**src/rtl/msk_demux_buf.sv**
```systemverilog
// Masked 1-to-2 demultiplexing buffer: routes a whole sharing into one of two
// single-entry output channels. Shares are never combined; only sel and the handshake steer.
module msk_demux_buf #(
   parameter int d     = 1,
   parameter int count = 1
) (
   input  logic               clk,
   input  logic               rst_n,
   input  logic               in_valid,
   output logic               in_ready,
   input  logic               sel,
   input  logic [count*d-1:0] in_data,
   output logic               out0_valid,
   input  logic               out0_ready,
   output logic [count*d-1:0] out0_data,
   output logic               out1_valid,
   input  logic               out1_ready,
   output logic [count*d-1:0] out1_data,
   output logic               busy
);

   typedef enum logic {
      EMPTY = 1'b0,
      FULL  = 1'b1
   } chan_state_t;

   chan_state_t        r_state0;
   chan_state_t        r_state1;
   chan_state_t        w_state0Next;
   chan_state_t        w_state1Next;
   logic [count*d-1:0] r_data0;
   logic [count*d-1:0] r_data1;
   logic               w_free0;
   logic               w_free1;
   logic               w_xfer;
   logic               w_load0;
   logic               w_load1;

   // A channel can take a sharing when it is empty or is being drained this cycle.
   assign w_free0  = (r_state0 == EMPTY) || out0_ready;
   assign w_free1  = (r_state1 == EMPTY) || out1_ready;
   assign in_ready = rst_n && (sel ? w_free1 : w_free0);
   assign w_xfer   = in_valid && in_ready;
   assign w_load0  = w_xfer && !sel;
   assign w_load1  = w_xfer && sel;

   always_comb begin
      w_state0Next = r_state0;
      w_state1Next = r_state1;
      if (w_load0) begin
         w_state0Next = FULL;
      end else if ((r_state0 == FULL) && out0_ready) begin
         w_state0Next = EMPTY;
      end
      if (w_load1) begin
         w_state1Next = FULL;
      end else if ((r_state1 == FULL) && out1_ready) begin
         w_state1Next = EMPTY;
      end
   end

   always_ff @(posedge clk or negedge rst_n) begin
      if (!rst_n) begin
         r_state0 <= EMPTY;
         r_state1 <= EMPTY;
      end else begin
         r_state0 <= w_state0Next;
         r_state1 <= w_state1Next;
      end
   end

   // Data registers only move on a load; a pop leaves the stale sharing in place.
   always_ff @(posedge clk or negedge rst_n) begin
      if (!rst_n) begin
         r_data0 <= '0;
         r_data1 <= '0;
      end else begin
         if (w_load0) begin
            r_data0 <= in_data;
         end
         if (w_load1) begin
            r_data1 <= in_data;
         end
      end
   end

   assign out0_valid = (r_state0 == FULL);
   assign out1_valid = (r_state1 == FULL);
   assign out0_data  = r_data0;
   assign out1_data  = r_data1;
   assign busy       = out0_valid || out1_valid;

endmodule

```
**config.mk**
```make
export PLATFORM = sky130hd
export DESIGN_NAME = msk_demux_buf
export DESIGN_NICKNAME = d
export VERILOG_FILES = /design/src/rtl/msk_demux_buf.sv
export SDC_FILE = /design/constraint.sdc
export NUM_CORES = 1
export LEC_CHECK = 0
export ABC_AREA = 1
export CAP_MARGIN = 20
export CORE_AREA = 2 2 39 41
export CTS_CLUSTER_DIAMETER = 200
export DETAILED_ROUTE_END_ITERATION = 7
export DIE_AREA = 0 0 41 43
export PLACE_DENSITY_LB_ADDON = 0.2
export SLEW_MARGIN = 20
export SYNTH_ARGS = -nofsm -noshare
export SYNTH_HDL_FRONTEND = slang
export SYNTH_SLANG_ARGS = --single-unit
```
**constraint.sdc**
```tcl
create_clock -name clk -period 1.1 [get_ports clk]
set_input_delay 0.33 -clock clk [delete_from_list [all_inputs] [get_ports clk]]
set_output_delay 0.33 -clock clk [all_outputs]
set_load 0.1 [all_outputs]
```
==> results of run 1 <==
[layer usage]
metal	up-vias	track usage
li1	138	-
met1	116	0.107
met2	10	0.122
met3	0	0.0209
met4	0	0.0800
met5	-	0
[cells in the final DEF (no fill, tap or decap), types with 2 or more instances in the layout]
cell,Yosys,final
sky130_fd_sc_hd__buf_4,0,11
sky130_fd_sc_hd__buf_6,0,4
sky130_fd_sc_hd__nand2_1,7,6
sky130_fd_sc_hd__inv_1,4,3
sky130_fd_sc_hd__clkdlybuf4s50_1,0,2
sky130_fd_sc_hd__clkbuf_4,0,3
sky130_fd_sc_hd__dfrtp_2,0,3
sky130_fd_sc_hd__nand4_1,2,2
sky130_fd_sc_hd__dlygate4sd2_1,0,4
sky130_fd_sc_hd__nor2_4,1,2
sky130_fd_sc_hd__buf_12,0,6
[per-stage QoR]
| stage | instance area [µm²] | worst slack [ps] |
|---|---|---|
| after global placement | 469 | -526 |
| after floorplan | 216 | -601 |
| after global routing | 584 | -433 |
| final | 584 | -390 |
| after CTS | 542 | -404 |
| after detailed placement | 469 | -553 |
[worst paths after layout]
path                                 start         end  slack (ps)  depth (start not counted)
worst min register to register   out0_data   out0_data         520                          2
worst max register to register  out1_valid   out0_data        -290                         10
worst min-delay path                 rst_n   out1_data         210                          2
worst max-delay path            out1_valid    in_ready        -390                          4
max in group asynchronous            rst_n  out1_valid         770                          2
min in group clk                out1_ready  out1_valid         500                          4
[state kept, by name (all words and copies together), names as in the netlist]
| name | cells |
|---|---|
| out1_data | 1 |
| out0_valid | 1 |
| out1_valid | 1 |
| out0_data | 1 |
[power groups by stage]
| stage | Combinational [mW] | Clock [mW] | Sequential (mW) |
|---|---|---|---|
| 2_1_floorplan | 0.0913 | 0 | 0.326 |
| 3_3_place_gp | 0.410 | 0 | 0.192 |
| 3_5_place_dp | 0.412 | 0 | 0.193 |
| 4_1_cts | 0.430 | 0.193 | 0.193 |
| 5_1_grt | 0.465 | 0.201 | 0.197 |
| 6_report | 0.447 | 0.180 | 0.194 |
[layout make-up]
class / instances / area, µm²
fillers: 139 / 800
inverters: 4 / 15.0
flip-flops and latches: 4 / 108
repair buffers: 27 / 303
clock buffers: 3 / 22.5
well taps: 16 / 20.0
multi-input cells: 16 / 116
[repair_timing]
item | in CTS | in global routing
gates resized for setup | 10 | 7
setup buffers | 5 | 5
endpoints found under the hold margin | 0 | 0
endpoints found under the setup margin | 9 | 9
pin swaps | 3 | 1
[worst max-delay path: stages, from the launching register on]
cell                      delay, ps
sky130_fd_sc_hd__dfrtp_4        490
sky130_fd_sc_hd__nand3_4         80
sky130_fd_sc_hd__nand2_4         50
sky130_fd_sc_hd__nor2_4         120
sky130_fd_sc_hd__buf_12         180
[kinds of logic after synthesis]
group	count (synthesis)
simple gates	15
buf+inv	4
compound gates	1
flops	4
==> results.py, run 1 <==
metrics = {
    "outcome": {
        "outcome": "complete, but fails checks",
        "violations": "setup timing",
    },
    "power_and_ir_drop": {
        "fraction_of_power_spent_switching_nets": 0.419,
        "post-layout-total-power_uw": 820,
        "p_int_uw": 477,
        "switching_power_uw": 344,
        "power.leakage_nw": 0.283,
        "ir_drop_worst_vdd_uv": 656,
        "combinational_share_of_power": 0.545,
        "flop_pwr_share": 0.236,
        "power-per-cell-area_mw_per_mm2": 1400,
        "clkPwrFrac": 0.219,
    },
    "detailed_routing": {
        "firstDrtPassIters": 4,
        "wl_met1_um": 257,
        "route.met2.wl_um": 353,
        "drt-vias-per-instance": 3.77,
        "drc_errors": 0,
        "drtIter0Drc": 5,
        "via_count": 264,
        "wl_per_cell_um": 9.59,
        "top_signal_layer_used": "met3",
        "dr_wl_met3_um": 61,
        "antenna_left": 0,
        "route.final.wire_length_um": 671,
    },
    "synth": {
        "synth_adder_area_share": 0,
        "synth_enable_flop_cells": 0,
        "synth_top_cells_by_area": "sky130_fd_sc_hd__dfrtp_1 48%, sky130_fd_sc_hd__nand2_1 13%, sky130_fd_sc_hd__nand3_2 9.6%",
        "synthDominantCellAreaShare": 0.479,
        "syn_area_um2": 209,
        "synth-compound-area-share": 0.0240,
        "post_synth_inst_count": 24,
        "synth_top_area_cell": "sky130_fd_sc_hd__dfrtp_1",
        "mean_post_synth_cell_area_um2": 8.71,
        "synth_mux_area_frac": 0,
        "synth-warning-count": 0,
        "async_flop_share": 1.00,
        "synth_nets": 31,
        "yosys.area_share.simple": 0.425,
        "synthTopCellsByCount": "7 x sky130_fd_sc_hd__nand2_1, 4 x sky130_fd_sc_hd__dfrtp_1, 4 x sky130_fd_sc_hd__inv_1",
        "register_bit_total_from_synthesis": 4,
        "synth_ff_type": "sky130_fd_sc_hd__dfrtp_1",
        "combinational_family_with_the_most_area_after_synthesis": "simple AND/OR/NAND/NOR gates",
        "synth_xor_area_frac": 0,
        "synth.distinct_cells": 10,
        "synth-seq-area-share": 0.479,
        "synth_most_common_cell": "sky130_fd_sc_hd__nand2_1",
    },
    "cts": {
        "cts_inserted_buffers": 3,
        "clock_latency_ps": 230,
        "cts_tree": "yes",
        "clock_path_buffers": 2,
        "clock_sink_count": 4,
        "clk_transition_reported_paths_ps": 40,
        "root_buffer_master": "sky130_fd_sc_hd__clkbuf_4",
        "cts.htree.levels": 1,
        "ctsHoldBuffers": 0,
    },
    "placed_design": {
        "buffer_ports.inserted": 12,
        "placed_cells_incl_taps": 59,
        "routability_congestion": 0.695,
    },
    "global_route": {
        "pin_count_of_the_biggest_net_entering_global_routing": 6,
        "gr-usage-all-layers": 0.0886,
        "grt_first_pass_wirelength_um": 1040,
        "grt_pass1_vias": 259,
        "grt-ovfl-total": 0,
        "grt_antenna_before_repair": 0,
    },
    "timing": {
        "tightest_slew_ps": 247,
        "timing.final.crit_period_ps": 1490,
        "maximum_operating_frequency_mhz": 671,
        "finalHoldViolCount": 0,
        "timing.final.crit_share": 1.35,
        "drv_slew": 0,
        "setup_tns_ps": -1780,
        "fin_worst_setup_slack_ps": -390,
        "rsz0062_at_grt": "yes",
        "clock_skew_ps": 0.117,
        "setup_viol": 8,
        "worst_slew_margin_rel": 0.835,
        "hold_ws_ps": 205,
    },
    "floorplanning": {
        "core_mm2": 0.00138,
        "floorplan.initialDensity": 0.151,
        "design.portCount": 13,
        "die_width_um": 41,
        "floorplan.rows": 14,
        "die_height_um": 43,
        "die_area_mm2": 0.00176,
    },
    "setup_path": {
        "timing.critical_path.from_type": "flip-flop",
        "timing_worst_setup_path_type": "flip-flop to primary output",
        "critical_path.endpoint_type": "primary output",
        "worstPathArrival_ps": 1160,
        "cp_max_fo": 3,
        "timing.critical_path.required_ps": 770,
    },
    "layout": {
        "num_antenna_cells": 0,
        "final_core_util": 0.422,
        "final_stage_net_count": 63,
        "area_growth_syn_to_layout_pct": 180,
        "finalNonFillerCells": 70,
        "fraction_of_layout_cells_with_a_size_suffix_above_1": 0.667,
    },
    "worst_hold_path": {
        "min_path_type": "input port to async pin",
    },
    "run": {
        "cap_violations": 0,
    },
}
Power figures use the tool's default switching activity.
==> run 2: changes to the inputs <==
- CTS_CLUSTER_SIZE: unset -> 28
==> results of run 2 <==
The final DEF is identical to that of run 1; final timing and power are the same.
